$ cat src/rtl/timer_apb_regs_if.sv
// APB bus bundle for the timer register block.
// The master drives the request; the slave returns read data and ready.
interface timer_apb_regs_if #(
   parameter int unsigned ADDR_W = 8,
   parameter int unsigned DATA_W = 8
);
   logic              psel;
   logic              penable;
   logic              pwrite;
   logic [ADDR_W-1:0] paddr;
   logic [DATA_W-1:0] pwdata;
   logic [DATA_W-1:0] prdata;
   logic              pready;

   modport master (
      output psel, penable, pwrite, paddr, pwdata,
      input  prdata, pready
   );

   modport slave (
      input  psel, penable, pwrite, paddr, pwdata,
      output prdata, pready
   );
endinterface

$ cat src/rtl/timer_apb_regs.sv
// APB register file for the 8-bit timer: control/data/status/irq-enable/count.
// Drives timer_counter controls and turns overflow/underflow pulses into sticky flags.
module timer_apb_regs #(
   parameter int unsigned ADDR_W = 8,
   parameter int unsigned DATA_W = 8
) (
   input  logic              pclk,
   input  logic              presetn,
   timer_apb_regs_if.slave   apb,
   input  logic [DATA_W-1:0] cnt_val,
   input  logic              s_ovf,
   input  logic              s_udf,
   output logic              cnt_en,
   output logic              cnt_down,
   output logic [1:0]        cks,
   output logic              load,
   output logic [DATA_W-1:0] load_val,
   output logic              interrupt
);

   typedef enum logic [1:0] {IDLE, SETUP, ACCESS} apb_state_e;

   localparam logic [ADDR_W-1:0] ADDR_TCR  = ADDR_W'(0);
   localparam logic [ADDR_W-1:0] ADDR_TDR  = ADDR_W'(1);
   localparam logic [ADDR_W-1:0] ADDR_TSR  = ADDR_W'(2);
   localparam logic [ADDR_W-1:0] ADDR_TIE  = ADDR_W'(3);
   localparam logic [ADDR_W-1:0] ADDR_TCNT = ADDR_W'(4);

   apb_state_e        state_q, state_d;
   logic [3:0]        tcr_q, tcr_d;
   logic [DATA_W-1:0] tdr_q, tdr_d;
   logic [1:0]        tsr_q, tsr_d;
   logic [1:0]        tie_q, tie_d;
   logic              load_q, load_d;
   logic              irq_q, irq_d;
   logic [DATA_W-1:0] prdata_q, prdata_d;

   logic              setup_rd;
   logic              wr_en;
   logic [1:0]        tsr_clr;
   logic [DATA_W-1:0] rd_mux;

   always_comb begin
      state_d = state_q;
      unique case (state_q)
         IDLE:    if (apb.psel && !apb.penable) state_d = SETUP;
         SETUP:   state_d = ACCESS;
         ACCESS:  state_d = (apb.psel && !apb.penable) ? SETUP : IDLE;
         default: state_d = IDLE;
      endcase

      // A commit needs a preceding setup phase, so a stray penable in IDLE is ignored.
      wr_en    = (state_q == SETUP) && apb.psel && apb.penable && apb.pwrite;
      setup_rd = apb.psel && !apb.penable && !apb.pwrite;

      rd_mux = '0;
      unique case (apb.paddr)
         ADDR_TCR:  rd_mux = DATA_W'(tcr_q);
         ADDR_TDR:  rd_mux = tdr_q;
         ADDR_TSR:  rd_mux = DATA_W'(tsr_q);
         ADDR_TIE:  rd_mux = DATA_W'(tie_q);
         ADDR_TCNT: rd_mux = cnt_val;
         default:   rd_mux = '0;
      endcase
      prdata_d = setup_rd ? rd_mux : '0;

      tcr_d  = tcr_q;
      tdr_d  = tdr_q;
      tie_d  = tie_q;
      load_d = 1'b0;
      if (wr_en) begin
         unique case (apb.paddr)
            ADDR_TCR: tcr_d = apb.pwdata[3:0];
            ADDR_TDR: begin
               tdr_d  = apb.pwdata;
               load_d = 1'b1;
            end
            ADDR_TIE: tie_d = apb.pwdata[1:0];
            default:  ;
         endcase
      end

      // Hardware set is OR-ed in after the clear so a coincident pulse wins.
      tsr_clr = (wr_en && apb.paddr == ADDR_TSR) ? apb.pwdata[1:0] : 2'b00;
      tsr_d   = (tsr_q & ~tsr_clr) | {s_udf, s_ovf};

      irq_d = |(tsr_q & tie_q);
   end

   always_ff @(posedge pclk or negedge presetn) begin
      if (!presetn) begin
         state_q  <= IDLE;
         tcr_q    <= '0;
         tdr_q    <= '0;
         tsr_q    <= '0;
         tie_q    <= '0;
         load_q   <= 1'b0;
         irq_q    <= 1'b0;
         prdata_q <= '0;
      end else begin
         state_q  <= state_d;
         tcr_q    <= tcr_d;
         tdr_q    <= tdr_d;
         tsr_q    <= tsr_d;
         tie_q    <= tie_d;
         load_q   <= load_d;
         irq_q    <= irq_d;
         prdata_q <= prdata_d;
      end
   end

   assign apb.prdata = prdata_q;
   assign apb.pready = 1'b1;
   assign cnt_en     = tcr_q[0];
   assign cnt_down   = tcr_q[1];
   assign cks        = tcr_q[3:2];
   assign load       = load_q;
   assign load_val   = tdr_q;
   assign interrupt  = irq_q;

endmodule

$ cat src/flat_wrapper.sv
// flat-port wrapper written by rule: the top's interface ports become plain ports
module timer_apb_regs_flat 
#(
   parameter int unsigned ADDR_W = 8,
   parameter int unsigned DATA_W = 8
)
  (pclk, presetn, cnt_val, s_ovf, s_udf, cnt_en, cnt_down, cks, load, load_val, interrupt, apb_psel, apb_penable, apb_pwrite, apb_paddr, apb_pwdata, apb_prdata, apb_pready);
  timer_apb_regs_if #(.ADDR_W(ADDR_W), .DATA_W(DATA_W)) apb_i ();
  input  logic pclk;
  input  logic presetn;
  input  logic [DATA_W-1:0] cnt_val;
  input  logic s_ovf;
  input  logic s_udf;
  output logic cnt_en;
  output logic cnt_down;
  output logic [1:0] cks;
  output logic load;
  output logic [DATA_W-1:0] load_val;
  output logic interrupt;
  input wire logic [$bits(apb_i.psel)-1:0] apb_psel;
  input wire logic [$bits(apb_i.penable)-1:0] apb_penable;
  input wire logic [$bits(apb_i.pwrite)-1:0] apb_pwrite;
  input wire logic [$bits(apb_i.paddr)-1:0] apb_paddr;
  input wire logic [$bits(apb_i.pwdata)-1:0] apb_pwdata;
  output wire logic [$bits(apb_i.prdata)-1:0] apb_prdata;
  output wire logic [$bits(apb_i.pready)-1:0] apb_pready;
  assign apb_i.psel = apb_psel;
  assign apb_i.penable = apb_penable;
  assign apb_i.pwrite = apb_pwrite;
  assign apb_i.paddr = apb_paddr;
  assign apb_i.pwdata = apb_pwdata;
  assign apb_prdata = apb_i.prdata;
  assign apb_pready = apb_i.pready;
  timer_apb_regs #(.ADDR_W(ADDR_W), .DATA_W(DATA_W)) u_core (.pclk(pclk), .presetn(presetn), .apb(apb_i), .cnt_val(cnt_val), .s_ovf(s_ovf), .s_udf(s_udf), .cnt_en(cnt_en), .cnt_down(cnt_down), .cks(cks), .load(load), .load_val(load_val), .interrupt(interrupt));
endmodule
$ cat config.mk
export PLATFORM = sky130hd
export DESIGN_NAME = timer_apb_regs_flat
export DESIGN_NICKNAME = d
export VERILOG_FILES = /design/src/rtl/timer_apb_regs_if.sv /design/src/rtl/timer_apb_regs.sv /design/src/flat_wrapper.sv
export SDC_FILE = /design/constraint.sdc
export NUM_CORES = 1
export LEC_CHECK = 0
export BUFFER_PORTS_ARGS = -buffer_cell sky130_fd_sc_hd__buf_2
export CELL_PAD_IN_SITES_DETAIL_PLACEMENT = 0
export CELL_PAD_IN_SITES_GLOBAL_PLACEMENT = 2
export CORE_MARGIN = 1.5
export CORE_UTILIZATION = 26
export CTS_CLUSTER_SIZE = 25
export DETAILED_ROUTE_END_ITERATION = 8
export PLACE_DENSITY = 0.77
export SLEW_MARGIN = 10
export SYNTH_ARGS = -nofsm -noshare
export SYNTH_HDL_FRONTEND = slang
export SYNTH_SLANG_ARGS = --single-unit
$ cat constraint.sdc
create_clock -name pclk -period 2 [get_ports pclk]
set_clock_uncertainty 0.1 [all_clocks]
set_input_delay 0.3 -clock pclk [delete_from_list [all_inputs] [get_ports pclk]]
set_output_delay 0.3 -clock pclk [all_outputs]
set_load 0.05 [all_outputs]
-- Word level (Yosys, flattened, before mapping)
Cells that the tools add are included.
- equality and inequality tests: 7
- multiplexer cells: 8
- bitwise logic cells: 4
- reductions and logical operators: 14
- operators by type and width (operator ; number):
    8-bit case mux with 5 select lines ; 1
    8-bit by 2-bit equality test with 1-bit output, second input constant ; 2
    8-bit by 1-bit equality test with 1-bit output, second input constant ; 1
    8-bit by 3-bit equality test with 1-bit output, second input constant ; 1
    8-bit logical NOT ; 1
    8-bit two-way mux ; 1
    1-bit logical AND ; 6
    2-bit case mux with 3 select lines ; 1
    2-bit AND reduction ; 3
    2-bit AND ; 2
    2-bit two-way mux ; 2
    1-bit two-way mux ; 3
    2-bit by 1-bit equality test with 1-bit output, second input constant ; 1
    2-bit equality test, second input constant ; 1
    1-bit logical NOT ; 2
    2-bit logical NOT ; 1
    2-bit by 1-bit != test with 1-bit output, second input constant ; 1
    2-bit NOT ; 1
    2-bit bitwise OR ; 1
    2-bit OR reduction ; 1
- flip-flop bits (word level): 28
- output and inout bits: 23
- word-level logic and storage cells: 41

-- Depth between registers and ports, before layout
Gate-level depths: netlist of run 1.
- depth in word-level cells: 9
- mapped depth: 5
- depth with buffers taken out: 3

-- Worst setup path after synthesis of run 1
No wires, ideal clock.
- path kind: input-to-reg
- start point: input apb_paddr[3]
- end point: register u_core.tdr_q[0] (netlist: u_core.load_val[0])
- arrival: 1.822 ns
- required time: 1.775 ns
- slack: -0.046 ns
- cell stages on the path: 4
- path through: or4_1 > buf_2 > nor4b_4 > mux2_2
- word-level cells in the longest chain between the ends: 2
- RTL lines (element ; RTL line ; RTL):
    start, declared ; flat_wrapper.sv:23 ; input wire logic [$bits(apb_i.paddr)-1:0] apb_paddr;
    8-bit by 1-bit equality test with 1-bit output ; timer_apb_regs.sv:72 ; unique case (apb.paddr)
    2-bit AND reduction (no line) ; n/a ;
    end signal, assigned ; timer_apb_regs.sv:103 ; tdr_q <= tdr_d;
    end, declared ; timer_apb_regs.sv:31 ; logic [DATA_W-1:0] tdr_q, tdr_d;
Every way passes these cells.
A chain may end at the register's enable or synchronous reset.

-- Worst setup path in the final report of run 1
- start point: register u_core.state_q[1]
- end point: register u_core.tdr_q[6] (netlist: u_core.load_val[6])
- word-level cells in the longest chain between the ends: 5
- RTL lines (element ; RTL line ; RTL):
    start, declared ; timer_apb_regs.sv:29 ; apb_state_e state_q, state_d;
    start signal, assigned ; timer_apb_regs.sv:101 ; state_q <= state_d;
    2-bit by 1-bit equality test with 1-bit output ; timer_apb_regs.sv:53 ; wr_en = (state_q == SETUP) && apb.psel && apb.penable && apb.pwrite;
    1-bit logical AND (3 in a row) ; timer_apb_regs.sv:53 ;
    2-bit AND reduction (no line) ; n/a ;
Every way passes these cells.

==> impl_metrics.tcl, run 1 <==
set metrics [dict create \
    run_status "finished clean" \
    seqPwrFrac_pct 58.2 \
    drt-wirelength-per-cell_um 13.37 \
    mostFrequentLayoutCells "buf_2, dfrtp_1, mux2_2, buf_4, nor2_1" \
    seq_area_frac_synth_pct 54.00 \
    fp-row-count 25 \
    fin_nets 195 \
    cp.required_ns 2.06 \
    synth_area_um2 1297 \
    setup_violations 0 \
    numCtsBuffers 3 \
    start_util_pct 27.29 \
    die_h_um 73.64 \
    clockPowerShare_pct 31.2 \
    synth.avg_cell_area_um2 12.60 \
    areaGrowthSynthToFinish_pct 33.17 \
    drv_slew 0 \
    p_leak_nw 0.8947 \
    crit_fanout 4 \
    ys_ff_latch 28 \
    gp_congestion 0.7360 \
    grt_pass1_vias 1040 \
    arrival_ns 1.94 \
    rsz0062_at_grt "no" \
    intPower_mw 0.7520 \
    cts_tree "done" \
    vias_per_cell 4.415 \
    grt_overflow 0 \
    hold_viol_final 0 \
    switching_share_pct 23.32 \
    die_width_um 73.64 \
    p_per_area_nw_per_um2 567.6 \
    min_period_ns 1.879 \
    htreeDepth 1 \
    hpwlAfterDp_um 2459 \
    ir_worst_vdd_uv 218.2 \
    combPwrFrac_pct 10.6 \
    drt-initial-drc-count 35 \
    max_freq_mhz 532.1 \
    wl_met2_um 1422 \
    cts_root_buf "clkbuf_8" \
    grt.total_usage_pct 11.53 \
    p_sw_mw 0.2287 \
    wirelength_um 3062 \
    cp-start-kind "flip-flop" \
    endpoint_kind "flip-flop" \
    post-route-drc-count 0 \
    core_area_um2 4755 \
    sequential_cell_area_um2 700.7 \
    dr.pass1.iters 3 \
    grt_start_max_net_pins 29 \
    met1_length_um 1400 \
    top_layer "met4" \
    maxSlewHeadroom_pct 58.32 \
    clkTransAtPathRegs_ns 0.09 \
    antenna_found_initial 0 \
    dp_slack_ns -0.1054 \
    maxCapViolCount 0 \
    fillerInstances 514 \
    cts_sinks 28 \
    layout_commonest_cell "buf_2" \
    port_buffers 52 \
    vias 1011 \
    syn-instance-count 103 \
    die_area_um2 5423 \
    multi_input_area_um2 564.3 \
    hp-class "primary input to flip-flop" \
    layout-drive-gt1-share_pct 52.47 \
    clock_latency_ns 0.27 \
    yosys_warnings 0 \
    ys_types 30 \
    wl_met3_um 228 \
    ant_nets 0 \
    io_pins 54 \
    critPathKind "flip-flop to flip-flop" \
    synth_fp_nets 134 \
    fin_crit_sh_pct 93.96 \
    setup_slack_ns 0.1208 \
    diodes 0 \
    cts_buffer_depth 2 \
    fin_util_pct 36.34 \
    tightestPinTransition_ns 0.6252 \
    grt_pass1_wl_um 4850 \
]
[layer usage]
| layer | vias up | GRT usage [%] |
|---|---|---|
| met5 | - | 0 |
| met1 | 473 | 15.29 |
| met4 | 0 | 1.852 |
| met3 | 2 | 2.881 |
| li1 | 499 | - |
| met2 | 37 | 19.32 |
[state kept, by name, indices dropped and copies added, names as in the netlist]
register           cells
u_core.tsr_q           2
u_core.tie_q           2
u_core.load            1
u_core.interrupt       1
u_core.apb.prdata      8
u_core.tcr_q           4
u_core.state_q         2
u_core.load_val        8
[cell usage after synthesis, drive strengths merged]
master   count  share of area (%)
nor3         2               0.77
nor4b        1                1.8
nor4         3                2.6
or4          1               0.58
dfrtp       28                 54
nor4bb       2                1.5
or4b         1                1.1
and3         1               0.48
a31oi        2               0.96
buf          3                1.8
nand3        1               0.39
nand3b       1               0.58
nor2         7                2.0
mux2i        4                3.1
o21ai        1               0.39
clkbuf       3               0.87
mux2        16                 14
or3b         2                1.4
a22oi        4                2.3
a2bb2oi      2                1.4
nor3b        4                2.3
conb         1               0.29
nand2        4                1.2
nor2b        3                1.4
or3          3                1.4
a21oi        2               0.77
a22o         1               0.68
[power by group through the flow]
stage               logic [mW]  registers (mW)  clock network [mW]
detailed placement       0.103           0.582                   0
finish                   0.104           0.571               0.306
floorplan               0.0425           0.585                   0
CTS                      0.106           0.571               0.312
global route             0.115           0.571               0.346
global placement         0.103           0.582                   0
[worst paths after layout]
path | slack [ns] | startpoint | endpoint | depth (start not counted)
worst max-delay path | 0.12 | u_core.state_q[1] | u_core.load_val[6] | 4
worst min-delay path | 0.1 | apb_penable | u_core.state_q[0] | 2
worst max register to register | 0.12 | u_core.state_q[1] | u_core.load_val[6] | 4
worst min register to register | 0.35 | u_core.state_q[0] | u_core.state_q[0] | 1
max in group asynchronous | 0.92 | presetn | u_core.apb.prdata[5] | 2
min in group asynchronous | 0.47 | presetn | u_core.load | 2
[kinds of logic after synthesis]
kind of cell	share of synthesized area [%]
simple gates	19.58
flops	54.00
mux	16.97
compound gates	6.461
buf+inv	2.700
other cells	0.2890
[final cells by class]
cell class / count / share of cell area [%]
sequential: 28 / 40.55
timing repair buffer: 62 / 19.55
tap: 67 / 4.852
clock buffer: 3 / 2.390
multi-input combinational: 69 / 32.66
[through the flow]
stage | total power [mW] | setup TNS (ns) | std cells | instance area [um2] | hold slack (ns)
after floorplan | 0.6276 | 0 | 103 | 1297 | -0.09559
after global placement | 0.6845 | -1.279 | 225 | 1674 | 0.2365
after detailed placement | 0.6854 | -1.456 | 225 | 1674 | 0.2537
after CTS | 0.9885 | 0 | 229 | 1728 | 0.09937
after global routing | 1.032 | 0 | 229 | 1728 | 0.09685
final | 0.9807 | 0 | 229 | 1728 | 0.09742
[repair_timing]
item | in CTS | in global routing
setup endpoints to repair | 4 | 0
buffers inserted | 0 | 0
resized for setup | 1 | 0
hold endpoints to repair | 28 | 0
hold buffers | 1 | 0
[worst max-delay path, cell delays in order (launching register included)]
cell and delay, ns:
dfrtp_1 0.40, or3b_4 0.42, nor4b_4 0.32, buf_4 0.19, mux2_2 0.33
Note: power is estimated with default switching activity, not from simulation.
==> run 2: changes to the inputs <==
CELL_PAD_IN_SITES_DETAIL_PLACEMENT = default   (was 0)
CELL_PAD_IN_SITES_GLOBAL_PLACEMENT = default   (was 2)
CORE_UTILIZATION = 42   (was 26)
==> impl_metrics.tcl, run 2 (synthesis gave the netlist of run 1 again) <==
set metrics [dict create \
    cp.required_ns 2.13 \
    drt-wirelength-per-cell_um 14.41 \
    crit_fanout 4 \
    maxSlewHeadroom_pct 58.56 \
    maxCapViolCount 0 \
    min_period_ns 1.866 \
    gp_congestion 0.7827 \
    hp-class "primary input to flip-flop" \
    dp_slack_ns -0.1143 \
    r2r_slack_ns 0.13 \
    drt-initial-drc-count 55 \
    fin_crit_sh_pct 93.32 \
    die_area_um2 3432 \
    hold_viol_final 0 \
    post-route-drc-count 0 \
    drv_slew 0 \
    p_per_area_nw_per_um2 617.6 \
    grt_pass1_wl_um 4464 \
    fp-row-count 19 \
    fin_area_um2 1694 \
    grt_overflow 0 \
    setup_violations 0 \
    numCtsBuffers 3 \
    cts_sinks 28 \
    cts_tree "done" \
    p_leak_nw 0.9010 \
    grt_pass1_vias 1014 \
    grt_start_max_net_pins 29 \
    clkTransAtPathRegs_ns 0.15 \
    layout-drive-gt1-share_pct 52.76 \
    wirelength_um 2796 \
    setup_tns_ns 0 \
    die_width_um 58.58 \
    ir_worst_vdd_uv 347.3 \
    diodes 0 \
    vias 1029 \
    max_freq_mhz 535.8 \
    p_total_mw 1.046 \
    dr.pass1.iters 4 \
    tightestPinTransition_ns 0.6217 \
    io_pins 54 \
    htreeDepth 1 \
    cts_setup_buffers 0 \
    ant_nets 0 \
    hpwlAfterDp_um 2176 \
    start_util_pct 45.48 \
    layout_commonest_cell "buf_2" \
    fin_nets 195 \
    clock_latency_ns 0.33 \
    port_buffers 52 \
    core_area_um2 2853 \
    cp-start-kind "flip-flop" \
    die_h_um 58.58 \
    run_status "finished clean" \
    antenna_found_initial 0 \
    areaGrowthSynthToFinish_pct 30.57 \
    endpoint_kind "flip-flop" \
    critPathKind "flip-flop to flip-flop" \
    arrival_ns 1.99 \
    grt.total_usage_pct 17.07 \
    cts_root_buf "clkbuf_4" \
    cts_buffer_depth 2 \
    vias_per_cell 5.304 \
    fin_util_pct 59.39 \
    place_area_um2 1629 \
    setup_slack_ns 0.1336 \
    rsz0062_at_grt "no" \
    mostFrequentLayoutCells "buf_2, dfrtp_1, mux2_2, buf_4, nor2_1" \
]
-- run 2: changes by cell type in the layout (fill, tap and decap cells not counted) --
cell,change
bufinv_16,+1
clkbuf_4,+3
clkbuf_8,-3
-- run 2: power by group --
part	internal (mW)	switching (mW)	total, mW
clock network	0.203	0.167	0.370
registers	0.570	0.00202	0.572
logic	0.0479	0.0567	0.105
-- run 2: repair_timing --
action                                 in CTS  in global routing
setup endpoints to repair                   1                  0
hold buffers                                1                  0
endpoints found under the hold margin      28                  0
resized for setup                           1                  0
-- run 2: worst paths after layout --
check / startpoint / to / depth (start not counted)
max: u_core.state_q[1] / u_core.load_val[0] / 4
min: apb_penable / u_core.state_q[0] / 2
max reg2reg: u_core.state_q[1] / u_core.load_val[0] / 4
min reg2reg: u_core.state_q[1] / u_core.state_q[1] / 1
max in group asynchronous: presetn / u_core.state_q[0] / 2
min in group asynchronous: presetn / u_core.load_val[4] / 2
-- run 2: area by class of cell --
cell class	instances	area, um2
Fill cell	253	1159
Sequential cell	28	700.7
Multi-Input combinational cell	69	564.3
Timing Repair Buffer	62	337.8
Tap cell	31	38.79
Clock inverter	1	30.03
Clock buffer	3	22.52
-- run 2: per-stage QoR --
| stage | hold WS (ns) | instances |
|---|---|---|
| after floorplan | -0.09559 | 103 |
| after detailed placement | 0.2539 | 189 |
| after global placement | 0.2338 | 189 |
| final | 0.03941 | 194 |
| after CTS | 0.03079 | 194 |
| after global routing | 0.05111 | 194 |
-- run 2: worst max-delay path: stages (launching register included) --
cell,delay [ns]
dfrtp_1,0.41
or3b_4,0.42
nor4b_4,0.32
buf_4,0.19
mux2_2,0.33
-- run 2: routing by layer --
metal	track usage, %	wire length [um]	vias up
li1	-	-	495
met1	22.68	1271	491
met2	29.37	1326	41
met3	2.198	190	2
met4	4.870	8	0
met5	0	0	-
==> run 3: changes to the inputs <==
ABC_AREA = 1   (was default)
CORE_UTILIZATION = 43   (was 42)
PLACE_DENSITY = 0.78   (was 0.77)
==> impl_metrics.tcl, run 3 <==
set metrics [dict create \
    crit_fanout 17 \
    syn-instance-count 166 \
    io_pins 54 \
    port_buffers 52 \
    grt.total_usage_pct 17.09 \
    tightestPinTransition_ns 0.5961 \
    hold_start "s_udf" \
    drv_slew 0 \
    layout_commonest_cell "buf_2" \
    core_area_um2 3028 \
    synth.avg_cell_area_um2 8.125 \
    ir_worst_vdd_uv 274.3 \
    hold_end "u_core.tsr_q[1]" \
    synth.most_common_cell "nand2_1" \
    areaGrowthSynthToFinish_pct 24.30 \
    p_per_area_nw_per_um2 548.5 \
    die_width_um 59.01 \
    gp_congestion 0.8585 \
    setup_tns_ns 0 \
    synth_edf_count 0 \
    post-route-drc-count 0 \
    min_period_ns 1.507 \
    cp-start-kind "flip-flop" \
    fillerInstances 286 \
    fin_crit_sh_pct 75.33 \
    grt_pass1_wl_um 4636 \
    synth_area_um2 1349 \
    yosys_warnings 0 \
    maxCapViolCount 0 \
    timing.rr.start "u_core.state_q[0]" \
    die_area_um2 3482 \
    diodes 0 \
    vias_per_cell 4.455 \
    ctsResizeCount 0 \
    drt-initial-drc-count 43 \
    r2r_slack_ns 0.49 \
    setup_violations 0 \
    ant_nets 0 \
    cp.required_ns 2.15 \
    yosys.area.top_type "dfrtp_1" \
    hp-class "primary input to flip-flop" \
    r2r_cells 5 \
    numCtsBuffers 3 \
    mostFrequentLayoutCells "buf_2, nand2_1, dfrtp_1, nor2_1, inv_1" \
    ys_ff_latch 28 \
    wirelength_um 2671 \
    synthTopCellsByCount "nand2_1, dfrtp_1, nor2_1" \
    dr.pass1.iters 4 \
    drt-wirelength-per-cell_um 10.12 \
    cts_tree "done" \
    grt_pass1_vias 1106 \
    run_status "finished clean" \
    async_reset_ff_share_pct 100.0 \
    grt_overflow 0 \
    synth-main-ff-cell "dfrtp_1" \
    htreeDepth 1 \
    grt_start_max_net_pins 29 \
    hpwlAfterDp_um 2140 \
    synthTopCellsByArea "dfrtp_1, nand2_1, nor2_1, inv_1, nand3_1" \
    p_total_mw 0.9195 \
    fin_nets 252 \
    antenna_found_initial 0 \
    r2r_end "u_core.load_val[6]" \
    cts_buffer_depth 2 \
    rsz0062_at_grt "no" \
    cts_root_buf "clkbuf_4" \
    p_leak_nw 0.8866 \
    cts_sinks 28 \
    layout-drive-gt1-share_pct 31.36 \
    hold_viol_final 0 \
    seq_area_frac_synth_pct 51.95 \
    vias 1176 \
    endpoint_kind "flip-flop" \
    ys_types 22 \
    fp-row-count 20 \
    die_h_um 59.01 \
    arrival_ns 1.65 \
    critPathKind "flip-flop to flip-flop" \
    maxSlewHeadroom_pct 60.26 \
    clock_latency_ns 0.31 \
    clkTransAtPathRegs_ns 0.14 \
    worstHoldPathCells 3 \
    synth_fp_nets 197 \
    max_freq_mhz 663.8 \
    start_util_pct 44.55 \
    synth_top_area_share_pct 51.95 \
]
## run 3: worst max path at each step
stage / start / endpoint / slack [ns] / cells past startpoint
6_report: u_core.state_q[0] / u_core.load_val[6] / 0.49 / 5
5_1_grt: u_core.state_q[0] / u_core.load_val[3] / 0.32 / 5
4_1_cts: u_core.state_q[0] / u_core.load_val[2] / 0.47 / 5
3_5_place_dp: apb_paddr[5] / u_core.load_val[2] / 0.44 / 8
3_3_place_gp: apb_paddr[7] / u_core.load_val[3] / 0.49 / 8
2_1_floorplan: apb_paddr[7] / u_core.load_val[3] / 0.68 / 8
## run 3: kinds of logic after synthesis
group	Yosys count	synth area share [%]
buffers and inverters	26	9.091
other	1	0.2780
AND/OR/NAND/NOR	89	29.78
flip-flops	28	51.95
AO/OA/AOI/OAI	22	8.906
## run 3: area by class of cell
class	instances	area, um2	share of cell area [%]
Sequential cell	28	700.7	41.79
Multi-Input combinational cell	112	525.5	31.34
Clock buffer	4	36.28	2.164
Inverter	23	88.84	5.299
Tap cell	44	55.05	3.284
Timing Repair Buffer	53	270.3	16.12
## run 3: metal layers
metal	track usage (%)	part of all wire, %	vias to the layer above
met5	0	0	-
met3	3.057	4.3	2
met2	27.94	46	30
li1	-	-	623
met1	23.31	49	521
met4	4.870	1.0	0
## run 3: timing repair
item	CTS	global route
hold buffers	1	0
buffers inserted	0	0
endpoints found under the hold margin	28	0
## run 3: where the power goes
part	switching (mW)	leakage (nW)	internal (mW)
Sequential	0.00287	0.338	0.570
Clock	0.151	0.0210	0.111
Combinational	0.0535	0.528	0.0316
## run 3: critical path, cell delays in order, from the launching register on
cell and delay [ns]:
dfrtp_1 0.38, inv_1 0.08, nor3_4 0.29, nor2b_4 0.42, nand2_1 0.09, o21ai_1 0.09
## run 3: through the flow
step	cell area [um2]	cells	hold slack [ns]	utilization, %	setup slack, ns
finish	1677	264	0.04939	55.37	0.4934
CTS	1677	264	0.04272	55.37	0.4720
global placement	1630	259	0.2377	53.84	0.4945
global route	1677	264	0.04079	55.37	0.3175
floorplan	1349	166	-0.09559	-	0.6788
detailed placement	1630	259	0.2428	53.84	0.4367
